<file path="src/rtl/fetch_pkg.sv">
// Shared widths, reset constants and state encoding for the fetch stage.
package fetch_pkg;

   localparam int unsigned PC_W    = 8;
   localparam int unsigned INSTR_W = 16;
   localparam int unsigned CNT_W   = 16;

   localparam logic [INSTR_W-1:0] NOP_INSTR = 16'h0000;

   typedef enum logic [1:0] {
      BOOT = 2'd0,
      RUN  = 2'd1,
      STOP = 2'd2
   } fetch_state_t;

endpackage

</file>
<file path="src/rtl/pc_counter.sv">
// Program counter register: async reset, load has priority over increment,
// wraps modulo 2^PC_W.
module pc_counter
   import fetch_pkg::*;
#(
   parameter logic [PC_W-1:0] RESET_PC = 8'h00
) (
   input  logic            clk,
   input  logic            rst,
   input  logic            inc,
   input  logic            load,
   input  logic [PC_W-1:0] load_val,
   output logic [PC_W-1:0] pc
);

   // PC update: reset, then redirect load, then sequential increment.
   always_ff @(posedge clk or posedge rst) begin
      if (rst)       pc <= RESET_PC;
      else if (load) pc <= load_val;
      else if (inc)  pc <= pc + PC_W'(1);
   end

endmodule

</file>
<file path="src/rtl/fetch_unit.sv">
// Instruction-fetch stage: owns the PC, addresses an external combinational
// ROM and hands captured instructions to decode over a valid/ready handshake.
// Optional feature: define FETCH_COUNT_EN to enable the fetched-instruction
// counter; otherwise fetch_count is tied to zero.
module fetch_unit
   import fetch_pkg::*;
#(
   parameter logic [PC_W-1:0] RESET_PC = 8'h00
) (
   input  logic               clk,
   input  logic               rst,
   input  logic               fetch_en,
   output logic [PC_W-1:0]    pc_out,
   input  logic [INSTR_W-1:0] rom_data,
   output logic [INSTR_W-1:0] ir_out,
   output logic [PC_W-1:0]    ir_pc,
   output logic               ir_valid,
   input  logic               ir_ready,
   input  logic               redirect_valid,
   input  logic [PC_W-1:0]    redirect_pc,
   output logic [CNT_W-1:0]   fetch_count
);

   fetch_state_t state, state_nxt;
   logic         pc_load;
   logic         pc_inc;
   logic         ir_load;
   logic         ir_clr;

   pc_counter #(
      .RESET_PC (RESET_PC)
   ) u_pc (
      .clk      (clk),
      .rst      (rst),
      .inc      (pc_inc),
      .load     (pc_load),
      .load_val (redirect_pc),
      .pc       (pc_out)
   );

   // State register.
   always_ff @(posedge clk or posedge rst) begin
      if (rst) state <= BOOT;
      else     state <= state_nxt;
   end

   // Next state and datapath controls; redirect beats fetch_en beats advance.
   always_comb begin
      state_nxt = state;
      pc_load   = 1'b0;
      pc_inc    = 1'b0;
      ir_load   = 1'b0;
      ir_clr    = 1'b0;
      case (state)
         BOOT: begin
            pc_load   = redirect_valid;
            state_nxt = fetch_en ? RUN : STOP;
         end
         RUN, STOP: begin
            state_nxt = fetch_en ? RUN : STOP;
            if (redirect_valid) begin
               pc_load = 1'b1;
               ir_clr  = 1'b1;
            end else if (state == RUN && fetch_en && (!ir_valid || ir_ready)) begin
               ir_load = 1'b1;
               pc_inc  = 1'b1;
            end else if (ir_valid && ir_ready) begin
               ir_clr  = 1'b1;
            end
         end
         default: state_nxt = BOOT;
      endcase
   end

   // Instruction register capture and handshake completion.
   always_ff @(posedge clk or posedge rst) begin
      if (rst) begin
         ir_out   <= NOP_INSTR;
         ir_pc    <= '0;
         ir_valid <= 1'b0;
      end else if (ir_load) begin
         ir_out   <= rom_data;
         ir_pc    <= pc_out;
         ir_valid <= 1'b1;
      end else if (ir_clr) begin
         ir_valid <= 1'b0;
      end
   end

`ifdef FETCH_COUNT_EN
   logic [CNT_W-1:0] count_q;

   // Count every IR load; wraps naturally at 2^CNT_W.
   always_ff @(posedge clk or posedge rst) begin
      if (rst)          count_q <= '0;
      else if (ir_load) count_q <= count_q + CNT_W'(1);
   end

   assign fetch_count = count_q;
`else
   assign fetch_count = '0;
`endif

endmodule

</file>
<file path="config.mk">
export PLATFORM = sky130hd
export DESIGN_NAME = fetch_unit
export DESIGN_NICKNAME = d
export VERILOG_FILES = /design/src/rtl/fetch_pkg.sv /design/src/rtl/pc_counter.sv /design/src/rtl/fetch_unit.sv
export SDC_FILE = /design/constraint.sdc
export NUM_CORES = 1
export LEC_CHECK = 0
export BUFFER_PORTS_ARGS = -buffer_cell sky130_fd_sc_hd__buf_4
export CAP_MARGIN = 20
export CORE_MARGIN = 2
export CORE_UTILIZATION = 28
export DETAILED_ROUTE_END_ITERATION = 7
export PLACE_DENSITY = 0.54
export SYNTH_ARGS = -nofsm -noshare
export SYNTH_HDL_FRONTEND = slang
export SYNTH_SLANG_ARGS = --single-unit
</file>
<file path="constraint.sdc">
create_clock -name clk -period 2 [get_ports clk]
set_clock_uncertainty 0.15 [all_clocks]
set_input_delay 0.1 -clock clk [delete_from_list [all_inputs] [get_ports clk]]
set_output_delay 0.1 -clock clk [all_outputs]
set_load 0.05 [all_outputs]
</file>
== Word-level counts from Yosys, hierarchy flattened ==
Cells that the tools add are included.
Cells by class
  muxes and demuxes: 15
  reduce and logical (&&, ||, !) cells: 10
  $add $sub $neg: 1
  eq/ne operators: 2
Operators with widths (count)
  $mux 8: 2
  $mux 1: 10
  $add 8x1->8 const B: 1
  $mux 2: 2
  $reduce_bool 2->1: 2
  $logic_and 1x1->1: 3
  $reduce_or 3->1: 1
  $eq 2x1->1 const B: 1
  $eq 2x2->1 const B: 1
  $logic_not 2->1: 1
  $pmux 1 s2: 1
  $reduce_or 2->1: 1
  $logic_not 1->1: 1
  $logic_or 1x1->1: 1
Word-level totals
  word-level logic and storage cells: 33
  output and inout bits: 49
  bits in registers: 35
  input port bits: 29

== Logic depth before layout (Yosys ltp) ==
  word-level depth: 8
  gate-level depth with buffers: 8
  depth with buffers taken out: 6

== Cells and area by module ==
Synthesis repeated with hierarchy kept, for this count alone.
Second synthesis, totals
  cells, all modules: 135
  area, all modules: 1720.4 um^2
Modules (own cells, without submodules)
  fetch_unit: seq. area each 675.6 um^2, area an instance 1275.0 um^2, instances 1, cells each 85
  pc_counter: seq. area each 200.2 um^2, area an instance 445.4 um^2, instances 1, cells each 50

== Worst setup path after synthesis ==
No wires, ideal clock.
  kind: register to register
  from: register u_pc.pc[3]
  to: register u_pc.pc[7]
  setup slack: 0.175 ns
  buffers on the path: 0
  data arrival time: 1.552 ns
  stages on the path, launching flop included: 5
  cells stage by stage: dfrtp_1 and4_2 nand4_1 or3_1 o221a_2
On the way
  longest elaborated chain between the ends: 3
RTL lines
  start: declaration: line pc_counter.sv:13  | output logic [PC_W-1:0] pc
  start signal: assignment: line pc_counter.sv:19  | else if (load) pc <= load_val;
  start signal: assignment: line pc_counter.sv:20  | else if (inc) pc <= pc + PC_W'(1);
  $add 8x1->8: line pc_counter.sv:20
  $mux 8: line pc_counter.sv:20
  $mux 8: line pc_counter.sv:19
Every way passes these cells. The select of a mux whose other input is x is not followed.
A chain may end at the register's enable or synchronous reset.

== Worst setup path in the final report ==
  from: register state[0]
  to: register u_pc.pc[7]
On the way
  longest elaborated chain between the ends: 7
RTL lines
  start: declaration: line fetch_unit.sv:24  | fetch_state_t state, state_nxt;
  start signal: assignment: line fetch_unit.sv:44  | else state <= state_nxt;
  $eq 2x1->1: line fetch_unit.sv:54, fetch_unit.sv:64
  $logic_and 1x1->1 (2 in a row): line fetch_unit.sv:64  | end else if (state == RUN && fetch_en && (!ir_valid || ir_ready)) begin
  $mux 1: line fetch_unit.sv:64
  $mux 1: line fetch_unit.sv:61  | if (redirect_valid) begin
  $mux 1: line fetch_unit.sv:54  | case (state)
  $reduce_bool 2->1 (no line)
Several ways; a longest one is shown, not always the timed one.

==> results.toml <==
[floorplan]
core_um2 = 5851
die_y_um = 81.24
pin_count = 78
die_area_um2 = 6599
start_util_pct = 28.55
placementRows = 28
die_x_um = 81.24

[timing]
rsz0062_at_grt = "no"
fin_crit_ns = 1.871
finalCritPeriodShare_pct = 93.53
fin_ws_ns = 0.1294
setup_viol = 0
slew_viol_final = 0
max_freq_ghz = 0.5346
hold_viol = 0
fin_tns_setup_ns = 0

[cells_and_area]
diodes = 0
layout.nets = 300
drive_gt1_share_pct = 31.60
syn2layout_area_growth_pct = 50.56
final_cells = 344

[worst_setup_path]
critPathKind = "register to register"
cp.arrival_ns = 1.89
cp-start-kind = "register"
critical_path.slowest_cell = "dfrtp_1"
rr_startpoint = "state[0]"
startpoint = "state[0]"
slowest_delay_ns = 0.39
cp_max_fo = 5
path_cells = "ha_1 -> and4bb_4 -> nand2_1 -> or3_1 -> o221a_2"
cp-end-kind = "register"
cp.required_ns = 2.02

[synth]
ys_seq_area_share_pct = 52.43
synth_seq_cells = 35
synthCells = 177
syn_area_per_cell_um2 = 9.437
yosysUniqueCellTypes = 33
yosysWarnings = 0
synth_area_um2 = 1670

[min_path]
hold_path.class = "input pin to register"
hold_start = "ir_ready"

[power_and_ir_drop]
swShare_pct = 43.57
clkPwrFrac_pct = 21.9
fin_total_pwr_uw = 2990
power.net_switching_uw = 1303
intPower_uw = 1688
p_leak_uw = 0.001319
p_comb_share_pct = 44.4
ir_drop_mv = 0.4432
power_density_nw_per_um2 = 1189
power.share.sequential_pct = 33.7

[drt]
wl_per_cell_um = 11.69
ant_nets = 0
drt_iter0_markers = 72
vias = 1433
via_per_inst = 4.166
dr.pass1.iters = 4
drt-total-wl_um = 4023
post-route-drc-count = 0

[placement]
pre_cts_ws_ns = 0.1333
gp_congestion = 0.7545
port_buffers = 61
dp_hpwl_um = 2822
place_inst = 311

[global_route]
antenna_found_initial = 0
grt_pass1_wl_um = 6279
globalRouteOverflowTotal = 0
grt_pass1_vias = 1281
grt_util_all_layers_pct = 12.71
grt_max_degree = 36

[clock_network]
cts_root_buf = "clkbuf_8"
cts-buffers-inserted = 5
clock-sinks = 35
htreeDepth = 2
clk_latency_ns = 0.28
cts_resized = 0
path_clk_slew_ns = 0.07
cts_tree = "built"
cts.path.max_buffers = 2

[run_status]
status = "complete, no violations"

[job]
drv_cap = 0
## power groups by stage
| stage | logic, uW | registers (uW) | clock network, uW |
|---|---|---|---|
| 5_1_grt | 1420 | 1030 | 717 |
| 6_report | 1330 | 1010 | 655 |
| 3_5_place_dp | 1300 | 1020 | 0 |
| 3_3_place_gp | 1290 | 1020 | 0 |
| 4_1_cts | 1340 | 1010 | 686 |
| 2_1_floorplan | 293 | 1640 | 0 |
## cell usage after synthesis (all sizes together)
| library cell | n | area [um^2] |
|---|---|---|
| o211a | 1 | 10.01 |
| and4bb | 1 | 16.27 |
| nor2b | 2 | 12.51 |
| dfrtp | 35 | 875.8 |
| and2 | 2 | 16.27 |
| clkbuf | 1 | 5.000 |
| mux2 | 1 | 11.26 |
| a41oi | 1 | 8.760 |
| xor2 | 1 | 8.760 |
| o21ai | 4 | 20.02 |
| a21oi | 2 | 10.01 |
| nor2 | 4 | 15.01 |
| buf | 22 | 171.4 |
| ha | 3 | 37.54 |
| a311oi | 2 | 23.77 |
| o221a | 2 | 22.52 |
| a31oi | 1 | 6.260 |
| and3 | 1 | 6.260 |
| conb | 1 | 3.750 |
| a211oi | 2 | 20.02 |
| and4 | 1 | 10.01 |
| nand4 | 3 | 18.77 |
| or3 | 2 | 12.51 |
| o211ai | 1 | 12.51 |
| inv | 4 | 15.01 |
| nand2 | 73 | 274.0 |
| nand2b | 3 | 18.77 |
| a22oi | 1 | 7.510 |
## cell usage in the layout (no fill, tap or decap), drive strengths merged, types with 3 or more instances in the layout
master,instances
buf,67
clkbuf,6
conb,16
dfrtp,35
dlygate4sd3,25
ha,3
inv,4
nand2,73
nand2b,3
nand4,3
nor2,4
o21ai,4
## sequential cells by signal, indices dropped and copies added, names as in the netlist
signal    cells
u_pc.pc       8
ir_out       16
ir_valid      1
state         2
ir_pc         8
## layer usage
| layer | global-route usage, % | vias to the layer above | wire, um |
|---|---|---|---|
| met5 | 0 | - | 0 |
| met4 | 4.576 | 0 | 51 |
| met3 | 4.000 | 5 | 293 |
| met2 | 19.17 | 51 | 1829 |
| met1 | 17.11 | 656 | 1849 |
| li1 | - | 721 | - |
## through the flow
stage	util [%]	hold slack, ns	instance area (um^2)
2_1_floorplan	-	0.01073	1727
3_3_place_gp	36.70	0.09762	2147
3_5_place_dp	36.70	0.09526	2147
4_1_cts	42.99	0.007404	2515
5_1_grt	42.99	0.05984	2515
6_report	42.99	0.01833	2515
## path summary, 6_finish.rpt
kind                       depth (start not counted)         end  slack (ns)
min                                                4    ir_valid        0.02
max reg2reg                                        5  u_pc.pc[7]        0.13
min reg2reg                                        2  ir_out[10]        0.33
max in group asynchronous                          4  u_pc.pc[0]        1.05
min in group asynchronous                          4  u_pc.pc[1]        0.33
max                                                5  u_pc.pc[7]        0.13
## worst max-delay path: cells and delay by family (launching register included)
| kind | cells | cell delay, ns |
|---|---|---|
| AOI/OAI and AO/OA | 1 | 0.13 |
| adders and majority gates | 1 | 0.30 |
| DFF | 1 | 0.39 |
| and+or+nand+nor | 3 | 0.80 |
## final cells by class
type	instances	area, um^2
fill	608	3336
sequential	35	875.8
timing repair buffer	92	753.2
multi-input combinational	130	659.4
tap	75	93.84
clock buffer	6	82.58
clock inverter	2	35.03
inverter	4	15.01
## kinds of logic (layout without fill, tap and decap cells)
logic type      after synthesis  after routing  synth area share (%)
compound gates               17             17                 8.465
other cells                   1             16                0.2245
fa+ha+maj                     3              3                 2.247
xor+xnor                      1              1                0.5244
buf+inv                      27            104                 11.46
flops                        35             35                 52.43
simple gates                 92             92                 23.97
mux                           1              1                0.6741
## repair_timing
item / in CTS / in global routing
hold buffers: 25 / 0
hold endpoints to repair: 60 / 0
setup buffers: 0 / 0
setup endpoints to repair: 0 / 0
No activity file was read; power rests on OpenSTA's default activity.
